$ cat config.mk
export PLATFORM = sky130hd
export DESIGN_NAME = serial_adder_ctrl_flat
export DESIGN_NICKNAME = d
export VERILOG_FILES = /design/src/rtl/serial_adder_ctrl_if.sv /design/src/rtl/serial_adder_ctrl.sv /design/src/flat_wrapper.sv
export SDC_FILE = /design/constraint.sdc
export NUM_CORES = 1
export LEC_CHECK = 0
export BUFFER_PORTS_ARGS = -buffer_cell sky130_fd_sc_hd__buf_4
export CAP_MARGIN = 20
export CORE_ASPECT_RATIO = 0.7
export CORE_MARGIN = 4
export CORE_UTILIZATION = 55
export CTS_BUF_LIST = sky130_fd_sc_hd__clkbuf_2 sky130_fd_sc_hd__clkbuf_4 sky130_fd_sc_hd__clkbuf_8
export CTS_CLUSTER_DIAMETER = 150
export CTS_CLUSTER_SIZE = 8
export DETAILED_ROUTE_END_ITERATION = 6
export GPL_TIMING_DRIVEN = 1
export PLACE_DENSITY = 0.85
export RECOVER_POWER = 50
export SLEW_MARGIN = 0
export SYNTH_ARGS = -nofsm -noshare
export SYNTH_HDL_FRONTEND = slang
export SYNTH_SLANG_ARGS = --single-unit
export TNS_END_PERCENT = 100
$ cat constraint.sdc
create_clock -name clk -period 2.85 [get_ports clk]
set_clock_uncertainty 0.15 [all_clocks]
set_input_delay 0 -clock clk [delete_from_list [all_inputs] [get_ports clk]]
set_output_delay 0 -clock clk [all_outputs]
set_load 0.1 [all_outputs]
$ cat src/rtl/serial_adder_ctrl_if.sv
// Handshake and data bundle between the ALU front-end and the serial adder sequencer.
// The front-end (master) drives the request and operands; the sequencer (slave)
// returns status and the registered result.
interface serial_adder_ctrl_if #(
    parameter int WIDTH = 8
);
    logic             start;
    logic             op_sub;
    logic [WIDTH-1:0] a;
    logic [WIDTH-1:0] b;
    logic             cin;
    logic             busy;
    logic             done;
    logic [WIDTH-1:0] sum;
    logic             cout;
    logic             ovf;

    modport master (
        output start, op_sub, a, b, cin,
        input  busy, done, sum, cout, ovf
    );

    modport slave (
        input  start, op_sub, a, b, cin,
        output busy, done, sum, cout, ovf
    );
endinterface

$ cat src/rtl/serial_adder_ctrl.sv
// Bit-serial adder/subtractor sequencer: runs one full-adder slice over WIDTH-bit
// operands, LSB first, one bit per clock, and presents registered sum, carry out
// and signed overflow with a one-cycle done pulse.
module serial_adder_ctrl #(
    parameter int WIDTH = 8
) (
    input  logic               clk,
    input  logic               rst_n,
    serial_adder_ctrl_if.slave bus
);

    localparam int CW = $clog2(WIDTH);
    localparam logic [CW-1:0] LAST_BIT = CW'(WIDTH - 1);
    localparam logic [CW-1:0] MSB_M1   = CW'(WIDTH - 2);

    typedef enum logic [1:0] {
        IDLE,
        RUN,
        DONE
    } state_t;

    state_t state;
    state_t next_state;

    logic [WIDTH-1:0] a_sh;
    logic [WIDTH-1:0] b_sh;
    logic [WIDTH-1:0] s_sh;
    logic [CW-1:0]    cnt;
    logic             carry;
    logic             c_msb_in;

    logic [WIDTH-1:0] sum_q;
    logic             cout_q;
    logic             ovf_q;

    logic             fa_s;
    logic             fa_c;
    logic             accept;
    logic             last_bit;

    // A new request is taken whenever no bits are in flight (IDLE or DONE).
    assign accept   = (state != RUN) && bus.start;
    assign last_bit = (state == RUN) && (cnt == LAST_BIT);

    // The shared full-adder slice operating on the current LSBs and running carry.
    always_comb begin
        fa_s = a_sh[0] ^ b_sh[0] ^ carry;
        fa_c = (a_sh[0] & b_sh[0]) | (a_sh[0] & carry) | (b_sh[0] & carry);
    end

    // State register.
    always_ff @(posedge clk or negedge rst_n) begin
        if (!rst_n) begin
            state <= IDLE;
        end else begin
            state <= next_state;
        end
    end

    // Next-state logic: DONE behaves like IDLE for accepting back-to-back requests.
    always_comb begin
        next_state = state;
        case (state)
            IDLE:    next_state = bus.start ? RUN : IDLE;
            RUN:     next_state = (cnt == LAST_BIT) ? DONE : RUN;
            DONE:    next_state = bus.start ? RUN : IDLE;
            default: next_state = IDLE;
        endcase
    end

    // Status and result outputs decoded from the state and result registers.
    always_comb begin
        bus.busy = (state == RUN);
        bus.done = (state == DONE);
        bus.sum  = sum_q;
        bus.cout = cout_q;
        bus.ovf  = ovf_q;
    end

    // Operand shifters, running carry and bit counter; subtraction is A + ~B + 1.
    always_ff @(posedge clk or negedge rst_n) begin
        if (!rst_n) begin
            a_sh     <= '0;
            b_sh     <= '0;
            s_sh     <= '0;
            cnt      <= '0;
            carry    <= 1'b0;
            c_msb_in <= 1'b0;
        end else if (accept) begin
            a_sh  <= bus.a;
            b_sh  <= bus.op_sub ? ~bus.b : bus.b;
            carry <= bus.op_sub ? 1'b1 : bus.cin;
            cnt   <= '0;
        end else if (state == RUN) begin
            s_sh  <= {fa_s, s_sh[WIDTH-1:1]};
            a_sh  <= a_sh >> 1;
            b_sh  <= b_sh >> 1;
            carry <= fa_c;
            cnt   <= cnt + CW'(1);
            // The carry produced by bit WIDTH-2 is the carry into the MSB.
            if (cnt == MSB_M1) begin
                c_msb_in <= fa_c;
            end
        end
    end

    // Result registers only change on the final bit, so they hold through RUN.
    always_ff @(posedge clk or negedge rst_n) begin
        if (!rst_n) begin
            sum_q  <= '0;
            cout_q <= 1'b0;
            ovf_q  <= 1'b0;
        end else if (last_bit) begin
            sum_q  <= {fa_s, s_sh[WIDTH-1:1]};
            cout_q <= fa_c;
            ovf_q  <= c_msb_in ^ fa_c;
        end
    end

endmodule
$ cat src/flat_wrapper.sv
// flat-port wrapper written by rule: the top's interface ports become plain ports
module serial_adder_ctrl_flat 
#(
    parameter int WIDTH = 8
)
  (clk, rst_n, bus_start, bus_op_sub, bus_a, bus_b, bus_cin, bus_busy, bus_done, bus_sum, bus_cout, bus_ovf);
  serial_adder_ctrl_if #(.WIDTH(WIDTH)) bus_i ();
  input  logic clk;
  input  logic rst_n;
  input wire logic [$bits(bus_i.start)-1:0] bus_start;
  input wire logic [$bits(bus_i.op_sub)-1:0] bus_op_sub;
  input wire logic [$bits(bus_i.a)-1:0] bus_a;
  input wire logic [$bits(bus_i.b)-1:0] bus_b;
  input wire logic [$bits(bus_i.cin)-1:0] bus_cin;
  output wire logic [$bits(bus_i.busy)-1:0] bus_busy;
  output wire logic [$bits(bus_i.done)-1:0] bus_done;
  output wire logic [$bits(bus_i.sum)-1:0] bus_sum;
  output wire logic [$bits(bus_i.cout)-1:0] bus_cout;
  output wire logic [$bits(bus_i.ovf)-1:0] bus_ovf;
  assign bus_i.start = bus_start;
  assign bus_i.op_sub = bus_op_sub;
  assign bus_i.a = bus_a;
  assign bus_i.b = bus_b;
  assign bus_i.cin = bus_cin;
  assign bus_busy = bus_i.busy;
  assign bus_done = bus_i.done;
  assign bus_sum = bus_i.sum;
  assign bus_cout = bus_i.cout;
  assign bus_ovf = bus_i.ovf;
  serial_adder_ctrl #(.WIDTH(WIDTH)) u_core (.clk(clk), .rst_n(rst_n), .bus(bus_i));
endmodule
* Word-level counts from Yosys, hierarchy flattened
Cells that the tools add are included.
Word-level totals: register bits 41, latch bits 0, bits in writable memories 0, memory bits (read-only) 0, output and inout bits 12, logic and storage cells 46, memories 0
Operators by class: add/sub/neg operators 1, multiply operators 0, div/mod/pow operators 0, $lt $le $gt $ge 0, equal/unequal tests 5, shift operators 0, multiplexer cells 13, bitwise operators 10, reductions and logical operators 7
Operator list (count):
- $mux 8 | 5
- $not 8->8 | 1
- $eq 3x3->1 const B | 2
- $mux 3 | 2
- $mux 1 | 4
- $pmux 2 s2 | 1
- $add 3x1->3 const B | 1
- $and 1x1->1 | 3
- $reduce_and 3->1 | 1
- $xor 1x1->1 | 3
- $eq 2x1->1 const B | 1
- $eq 2x2->1 const B | 1
- $logic_and 1x1->1 | 2
- $logic_not 2->1 | 1
- $mux 2 | 1
- $ne 2x1->1 const B | 1
- $or 1x1->1 | 2
- $reduce_and 2->1 | 1
- $reduce_bool 2->1 | 1
- $reduce_or 2->1 | 1
- $not 1->1 | 1

* Depth between registers and ports, before layout
Gate-level depths: netlist of run 1.
depth in word-level cells 5, mapped depth 6

* Worst setup path before layout of run 1
Ideal clock, no wire load.
kind register to output, from reg u_core.state[0], to out bus_done, arrival 1.737 ns, slack 0.963 ns, cell stages (with the launch flop) 2, cell sequence dfrtp_1 nor2b_1
Between the ends: longest elaborated chain between the ends 1
RTL lines:
- start, declared | RTL line serial_adder_ctrl.sv:22 | state_t state;
- start signal, assigned | RTL line serial_adder_ctrl.sv:56 | state <= next_state;
- $eq 2x2->1 | RTL line serial_adder_ctrl.sv:74 | bus.done = (state == DONE);
- end, declared | RTL line flat_wrapper.sv:16 | output wire logic [$bits(bus_i.done)-1:0] bus_done;
Every way passes these cells.

* Worst setup path in the final report of run 1
from reg u_core.state[1], to out bus_busy
Between the ends: longest elaborated chain between the ends 1
RTL lines:
- $eq 2x1->1 | RTL line serial_adder_ctrl.sv:73 | bus.busy = (state == RUN);
- end, declared | RTL line flat_wrapper.sv:15 | output wire logic [$bits(bus_i.busy)-1:0] bus_busy;
Every way passes these cells.

==> summary.txt, run 1 <==
Clock tree
  • Clk Latency, worst-skew pair: 0.29 ns
  • CTS max path bufs: 2
  • Hold Buf Count CTS: 20
  • Post-CTS Setup Bufs: 0
  • Post-cts sizing count: 0
  • Clock Pin Slew Worst Setup and Hold Paths: 0.07 ns
  • CTS tree: built
  • Root Buffer: clkbuf_8
  • H-tree depth: 2
  • CTS sink count: 40
  • TritonCTS Buffers: 5

Synth
  • Syn Nets: roughly 190
  • Seq cells post-synth: 40
  • Seq/Total Area, Yosys: 55.0%
  • Avg Inst Size Synth: roughly 11 sq um
  • Cell variety after synth: 23
  • Syn Std Cell Area: about 0.0018 sq mm
  • Cells after Synth: 162
  • Ys Warns: 0
  • Top cell type's share of synthesized area: 55.0%
  • Top cells by area, synth: dfrtp_1 (55%), mux2i_1 (8.2%), nand2_1 (8.0%), mux2_4 (5.8%), o21ai_0 (5.2%)
  • Post-synth top area cell: dfrtp_1

STA
  • Rel. slew slack: approximately 22%
  • Crit share post-route: 77.9%
  • Pins over their slew limit: 0
  • Final setup viols: 0
  • Final TNS setup: 0 ns
  • Final setup margin: roughly 0.63 ns
  • Hold Worst Slack: about 0.047 ns
  • Worst slew pin tran: between 1 and 1.5 ns
  • Tmin final: between 2 and 2.5 ns
  • Hold Vio Cnt, Final: 0
  • RSZ-0062 raised after global routing: no
  • Max Clock Freq: 450 MHz

Die
  • I/O pin count: 33
  • Cell Rows: 17
  • Starting Density: between 50 and 60%
  • Die Span Y: between 50 and 60 um
  • Core area: ~0.0032 sq mm
  • Die W: 76.8 um
  • Die footprint: 0.00431 sq mm

Drt
  • DRT Pass-1 Iters: 4
  • Post-DRT Antenna Nets: 0
  • Post-route DRC violation count: 0
  • Vias/cell: 5.37
  • Wire per inst: roughly 16 um
  • DRT iter0 DRCs: 82
  • Vias after detailed routing: around 1,300
  • DRT Wirelength: between 3 and 4 mm

Final layout
  • Layout fillers: approximately 200
  • Post-route design area: 0.00232 sq mm
  • Antenna cell count: 0
  • Commonest non-fill, non-tap cell in the layout: dfrtp_1
  • Utilization after layout: between 70% and 80%
  • Fin cells: between 200 and 300
  • Seq. cell area: approximately 0.0010 sq mm
  • P&R area growth vs syn: 27.6%
  • Share of layout cells above drive strength 1: 21.7%
  • Most frequent cells in the layout: dfrtp_1 (40), nand2_1 (39), buf_4 (26)
  • Multi-input gate area in the final layout: 753 sq um
  • Nets: about 240

Critical path
  • Critical Path Sink: bus_busy
  • Arrival time worst endpoint: roughly 2.1 ns
  • CP Max Fanout: 42
  • Reg2reg start: u_core.state[1]
  • R2R cell count: 4
  • Reg2reg setup slack: approximately 0.70 ns
  • CP peak stage delay: 0.57 ns
  • Slowest-stage cell, CP: inv_2
  • Setup crit start kind: register
  • Worst setup EP type: primary output
  • Crit path cell chain: nand2b_1 -> inv_2 -> buf_4
  • Required @ worst endpoint: ~2.7 ns
  • Worst setup path startpoint: u_core.state[1]
  • Worst setup path category: reg2out
  • Reg2Reg Capture Point: u_core.c_msb_in

Global route
  • GR Layer Usage met2: 33.7%
  • Initial antenna violation count: 0
  • Grt peak-use layer: met2
  • Largest net degree at the start of global routing: 43
  • All-layer global routing usage: about a fifth
  • GR Util met1: between 20% and 30%
  • Vias in the first global route: between 1,000 and 1,500
  • Overflow left after global routing: 0
  • First-pass GRT wire length: 6.69 mm
  • Met3 Resource Use GR: 5.83%

Hold path
  • Min-delay worst type: in2reg

Placed design
  • Setup WS pre-CTS: approximately 0.79 ns
  • Post-DP HPWL: 2.36 mm
  • Placer congestion estimate: 0.763
  • Placed inst area: about 0.0021 sq mm
  • Placed cell count: 222
  • Number of port buffers: 32

Pwr
  • Leak: 1.18 nW
  • Pwr Total: approximately 2.6 mW
  • Power Density: approximately 1100 mW/mm^2
  • Peak VDD IR: ~0.72 mV

Status
  • Status: finished, final reports clean

Flow run
  • Max cap viols: 0
[worst min path at each step]
stage | start | slack, ns | cells after the start | endpoint
2_1_floorplan | rst_n | -0.45 | 0 | u_core.a_sh[0]
3_3_place_gp | rst_n | -0.16 | 1 | u_core.s_sh[1]
3_5_place_dp | rst_n | -0.15 | 1 | u_core.bus.sum[1]
4_1_cts | bus_b[1] | 0.04 | 4 | u_core.b_sh[1]
5_1_grt | bus_b[1] | 0.04 | 4 | u_core.b_sh[1]
6_report | bus_b[1] | 0.05 | 4 | u_core.b_sh[1]
[kinds of logic after synthesis]
group | after synthesis | share of synthesized area, %
compound gates | 20 | 5.50
buf+inv | 13 | 3.64
flops | 40 | 55.0
fa+ha+maj | 4 | 3.16
simple gates | 49 | 11.3
xor+xnor | 9 | 4.33
mux | 27 | 17.1
[cell usage after synthesis]
master / instances
a21oi_1: 1
buf_2: 7
buf_4: 2
clkbuf_2: 1
dfrtp_1: 40
fa_1: 1
ha_1: 3
inv_1: 2
inv_2: 1
mux2_1: 1
mux2_2: 4
mux2_4: 7
mux2i_1: 15
nand2_1: 39
nand2b_1: 1
nand3_1: 1
nand3b_1: 3
nor2_1: 3
nor2b_1: 1
nor3b_1: 1
o21ai_0: 19
xnor2_1: 2
xor2_1: 7
[worst max-delay path, delay by kind of cell (launching register included)]
kind,cells,cell delay [ns]
buffers and inverters,2,0.97
flip-flops,1,0.41
AND/OR/NAND/NOR,1,0.38
[registers in the layout, summed over array words and instances, names as in the netlist]
| register | cells |
|---|---|
| u_core.cnt | 3 |
| u_core.bus.ovf | 1 |
| u_core.bus.cout | 1 |
| u_core.carry | 1 |
| u_core.state | 2 |
| u_core.bus.sum | 8 |
| u_core.a_sh | 8 |
| u_core.b_sh | 8 |
| u_core.s_sh | 7 |
| u_core.c_msb_in | 1 |
[cell type report]
| class | instances | share of cell area, % |
|---|---|---|
| Clock buffer | 6 | 3.55 |
| Clock inverter | 2 | 0.431 |
| Inverter | 3 | 0.485 |
| Multi-Input combinational cell | 109 | 32.4 |
| Sequential cell | 40 | 43.1 |
| Tap cell | 38 | 2.05 |
| Timing Repair Buffer | 52 | 18.0 |
[per-layer routing]
layer	vias to the layer above	wire length (um)	share of wire, %
met2	25	1990	51
met4	0	109	2.8
met5	-	0	0
met3	13	149	3.8
li1	627	-	-
met1	677	1640	42
[report_power, final]
group	switching (mW)	internal [mW]	total, mW
Combinational	0.878	0.353	1.23
Clock	0.197	0.193	0.390
Sequential	0.165	0.809	0.974
Total	1.24	1.36	2.60
No activity file was read; power rests on OpenSTA's default activity.
==> inputs of run 2 (changes only) <==
Settings changed: CORE_UTILIZATION 55 to 51, PLACE_DENSITY 0.85 to 0.83.
Clock period 2.85 ns to 2 ns, I/O delays scaled along.
==> run 2 against run 1 <==
  * Core utilization down 1.2 points
  * Global-route usage up 0.49 points
  * Critical path type is now reg2reg
  * Power up 49%
  * Highest routed layer unchanged
  * Sequential share of layout area down 0.73 points
  * Non-clock buffer count up 2
  * Via count up 3.2%
==> summary.txt, run 2 (synthesis gave the netlist of run 1 again) <==
Status
  • Status: finished, final reports clean

STA
  • Rel. slew slack: around 22%
  • Pins over their slew limit: 0
  • Tmin final: 1.91 ns
  • Hold Vio Cnt, Final: 0
  • Crit share post-route: between 90% and 100%
  • RSZ-0062 raised after global routing: no
  • Max Clock Freq: 523 MHz
  • Final setup viols: 0
  • Worst slew pin tran: ~1.2 ns
  • Final TNS setup: 0 ns
  • Hold Worst Slack: between 0.01 and 0.015 ns

Final layout
  • Commonest non-fill, non-tap cell in the layout: dfrtp_1
  • Antenna cell count: 0
  • P&R area growth vs syn: 29.8%
  • Share of layout cells above drive strength 1: 22.9%
  • Nets: 238
  • Most frequent cells in the layout: dfrtp_1 (40), nand2_1 (39), buf_4 (28)

Drt
  • Vias/cell: between 5 and 6
  • Wire per inst: 16.2 um
  • Post-route DRC violation count: 0
  • Post-DRT Antenna Nets: 0
  • DRT Pass-1 Iters: 4
  • Vias after detailed routing: 1,385
  • DRT Wirelength: approximately 4.2 mm
  • DRT iter0 DRCs: between 100 and 150

Placed design
  • Number of port buffers: 32
  • Placer congestion estimate: 0.727
  • Post-DP HPWL: 2.57 mm

Clock tree
  • CTS sink count: 40
  • TritonCTS Buffers: 5
  • Post-CTS Setup Bufs: 0
  • Post-cts sizing count: 0
  • Clk Latency, worst-skew pair: around 0.29 ns
  • H-tree depth: 2
  • Clock Pin Slew Worst Setup and Hold Paths: roughly 0.080 ns
  • CTS max path bufs: 2
  • Root Buffer: clkbuf_8
  • CTS tree: built

Pwr
  • Peak VDD IR: 0.829 mV
  • Power Density: between 1500 and 2000 mW/mm^2
  • Leak: around 1.2 nW
  • Pwr Total: a little under 4 mW

Critical path
  • Required @ worst endpoint: a little over 2 ns
  • Arrival time worst endpoint: a little under 2 ns
  • CP Max Fanout: 7
  • Worst setup path category: reg2reg
  • R2R cell count: 5
  • Worst setup EP type: register
  • Setup crit start kind: register

Global route
  • Largest net degree at the start of global routing: 41
  • Overflow left after global routing: 0
  • All-layer global routing usage: roughly a fifth
  • Initial antenna violation count: 0
  • Vias in the first global route: between 1,000 and 1,500
  • First-pass GRT wire length: just over 7 mm

Die
  • I/O pin count: 33
  • Die footprint: 0.00460 sq mm
  • Cell Rows: 17
  • Die W: 79.4 um
  • Core area: around 0.0033 sq mm
  • Starting Density: 55.6%
  • Die Span Y: 58.0 um

Flow run
  • Max cap viols: 0

Hold path
  • WHS Path Cells: 3
  • Min-delay worst type: in2reg
## run 2: changes by cell type in the layout (fill, tap and decap cells not counted)
cell           change
clkbuf_8           -1
clkinvlp_4         +1
buf_1              +1
dlygate4sd3_1      -1
buf_4              +2
clkbuf_2           +1
bufinv_16          +1
clkinv_2           -1
clkbuf_1           -1
## run 2: worst paths after layout
path	start	to	slack, ns
worst max-delay path	u_core.cnt[0]	u_core.bus.sum[2]	0.09
worst min-delay path	bus_op_sub	u_core.carry	0.01
worst max register to register	u_core.cnt[0]	u_core.bus.sum[2]	0.09
worst min register to register	u_core.b_sh[3]	u_core.b_sh[2]	0.34
max in group asynchronous	rst_n	u_core.s_sh[2]	0.86
min in group asynchronous	rst_n	u_core.bus.sum[3]	0.23
## run 2: layout make-up
| class | count | area, sq um |
|---|---|---|
| inverter | 3 | 11.3 |
| clock inverter | 3 | 42.5 |
| tap | 47 | 58.8 |
| clock buffer | 5 | 68.8 |
| sequential | 40 | 1000 |
| timing repair buffer | 54 | 428 |
| fill | 230 | 912 |
| multi-input combinational | 109 | 753 |
## run 2: worst max-delay path, stage by stage (launching register included)
cell and delay (ns):
dfrtp_1 0.41, ha_1 0.22, ha_1 0.22, nand3b_1 0.23, buf_4 0.25, mux2_4 0.32
## run 2: metrics by stage
step	std cells	cell area [sq um]	worst slack (ns)	util, %
finish	261	2360	0.0862	72.2
CTS	262	2400	0.0592	73.2
global route	261	2360	0.0119	72.2
floorplan	162	1820	0.113	-
detailed placement	234	2090	0.156	63.7
global placement	234	2090	0.235	63.7
## run 2: metal layers
metal / up-vias / global-route usage (%) / wire length (um)
met5: - / 0 / 0
met3: 6 / 4.97 / 117
met4: 0 / 7.11 / 82
met1: 714 / 24.6 / 1710
met2: 24 / 36.9 / 2320
li1: 641 / - / -
## run 2: power breakdown
part | switching, mW | total, mW | internal (mW)
clock network | 0.280 | 0.649 | 0.369
registers | 0.247 | 1.40 | 1.15
logic | 1.29 | 1.83 | 0.538
## run 2: timing repair
action                     in CTS  in global routing
hold buffers                   20                  0
setup endpoints to repair       0                  1
hold endpoints to repair       57                  0
==> inputs of run 3 (changes only) <==
Settings changed: CORE_MARGIN 4 to 2, CORE_UTILIZATION 51 to 55, PLACE_DENSITY 0.83 to 0.85, TNS_END_PERCENT 100 to default.
Clock period 2 ns to 2.41 ns, I/O delays scaled along.
==> run 3 against run 2 <==
  * Via count fell by 3.6%
  * Register-to-register slack better by 0.32 ns
  * Power decreased by 17%
  * First-iteration DRC count fell by 3.8%
  * Highest routed layer unchanged
  * Largest cell class unchanged
  * Sequential share of layout area decreased by 0.11 points
  * Design area increased by 0.26%
  * Global-route usage is 2.7 points higher
==> summary.txt, run 3 (synthesis gave the netlist of run 1 again) <==
Placed design
  • Setup WS pre-CTS: ~0.44 ns
  • Number of port buffers: 32
  • Placer congestion estimate: between 0.7 and 0.8
  • Post-DP HPWL: around 2.4 mm

STA
  • Final TNS setup: 0 ns
  • Final setup viols: 0
  • Pins over their slew limit: 0
  • Final setup margin: slightly above 0.4 ns
  • Max Clock Freq: about 500 MHz
  • Rel. slew slack: 22.4%
  • Crit share post-route: between 80% and 90%
  • Tmin final: around 2.0 ns
  • RSZ-0062 raised after global routing: no
  • Worst slew pin tran: 1.17 ns
  • Hold Vio Cnt, Final: 0

Clock tree
  • CTS sink count: 40
  • CTS tree: built
  • H-tree depth: 2
  • Clock Pin Slew Worst Setup and Hold Paths: 0.08 ns
  • Post-CTS Setup Bufs: 0
  • Clk Latency, worst-skew pair: 0.29 ns
  • TritonCTS Buffers: 5
  • Root Buffer: clkbuf_8
  • CTS max path bufs: 2

Final layout
  • Layout fillers: 203
  • P&R area growth vs syn: 30.2%
  • Most frequent cells in the layout: dfrtp_1 (40), nand2_1 (39), buf_4 (27)
  • Commonest non-fill, non-tap cell in the layout: dfrtp_1
  • Nets: roughly 240
  • Antenna cell count: 0
  • Share of layout cells above drive strength 1: 22.4%
  • Multi-input gate area in the final layout: about 750 sq um
  • Seq. cell area: about 0.001 sq mm

Hold path
  • Min-delay worst type: in2reg

Global route
  • All-layer global routing usage: 23.3%
  • Vias in the first global route: between 1,000 and 1,500
  • Largest net degree at the start of global routing: 41
  • Initial antenna violation count: 0
  • First-pass GRT wire length: about 6.3 mm
  • Overflow left after global routing: 0

Critical path
  • Required @ worst endpoint: 2.44 ns
  • CP peak stage delay: ~0.50 ns
  • Slowest-stage cell, CP: nand3b_1
  • Crit path buf inv count: 0
  • Crit path cell chain: ha_1 -> ha_1 -> nand3b_1 -> mux2_2
  • Crit path top cell by count: ha_1
  • Critical path's top delay family: simple AND/OR/NAND/NOR gates
  • Arrival time worst endpoint: just over 2 ns
  • Worst setup EP type: register
  • Setup crit start kind: register
  • Worst setup path category: reg2reg
  • CP Max Fanout: 12

Drt
  • DRT Wirelength: ~3.9 mm
  • Wire per inst: approximately 15 um
  • Vias/cell: 5.30
  • DRT Pass-1 Iters: 4
  • Post-DRT Antenna Nets: 0
  • Vias after detailed routing: approximately 1,300
  • Post-route DRC violation count: 0
  • DRT iter0 DRCs: between 100 and 150

Die
  • Starting Density: between 50% and 60%
  • I/O pin count: 33
  • Die Span Y: between 50 and 60 um
  • Cell Rows: 17
  • Core area: roughly 0.0031 sq mm
  • Die footprint: 0.00379 sq mm
  • Die W: 72.8 um

Pwr
  • Peak VDD IR: 0.951 mV
  • Leak: approximately 1.2 nW
  • Power Density: 1360 mW/mm^2

Status
  • Status: finished, final reports clean

Flow run
  • Max cap viols: 0
-- run 3: layout make-up --
cell class	instances	area share [%]
Multi-Input combinational cell	109	31.8
Clock buffer	7	4.07
Timing Repair Buffer	54	18.2
Inverter	3	0.475
Tap cell	38	2.01
Clock inverter	1	1.27
Sequential cell	40	42.2
-- run 3: timing repair --
action / CTS / global route
resized for setup: 0 / 0
hold endpoints to repair: 56 / 0
hold buffers: 20 / 0
-- run 3: path summary, 6_finish.rpt --
kind / startpoint / end / slack [ns] / cells after the start
setup / recovery: u_core.cnt[0] / u_core.bus.cout / 0.41 / 4
hold / removal: bus_b[2] / u_core.b_sh[2] / 0.05 / 4
setup reg to reg: u_core.cnt[0] / u_core.bus.cout / 0.41 / 4
hold reg to reg: u_core.b_sh[7] / u_core.b_sh[6] / 0.34 / 2
max in group asynchronous: rst_n / u_core.a_sh[6] / 1.25 / 2
min in group asynchronous: rst_n / u_core.bus.sum[1] / 0.25 / 2
-- run 3: metrics by stage --
step / hold slack, ns / instances / area [sq um] / utilization, % / power (mW)
final: 0.0465 / 252 / 2370 / 75.3 / 3.22
after global routing: 0.0308 / 252 / 2370 / 75.3 / 3.40
after CTS: 0.0153 / 252 / 2390 / 76.1 / 3.26
after detailed placement: -0.147 / 224 / 2070 / 65.7 / 2.63
after global placement: -0.160 / 224 / 2070 / 65.7 / 2.55
after floorplan: -0.446 / 162 / 1820 / - / 2.28
-- run 3: worst min-delay path, stage by stage --
cell	delay (ns)
buf_4	0.08
xor2_1	0.06
mux2i_1	0.18
o21ai_0	0.11
-- run 3: layer usage --
layer	share of wire, %	track usage [%]	wire (um)	vias up
met3	3.5	7.75	136	12
met5	0	0	0	-
met4	2.9	10.8	112	0
li1	-	-	-	635
met1	44	28.2	1700	651
met2	50	38.2	1950	37
-- run 3: report_power, final --
| part | internal (mW) | switching [mW] | leakage [nW] |
|---|---|---|---|
| Clock | 0.365 | 0.234 | 0.0645 |
| Sequential | 0.957 | 0.194 | 0.511 |
| Combinational | 0.438 | 1.04 | 0.626 |
| Total | 1.76 | 1.46 | 1.20 |
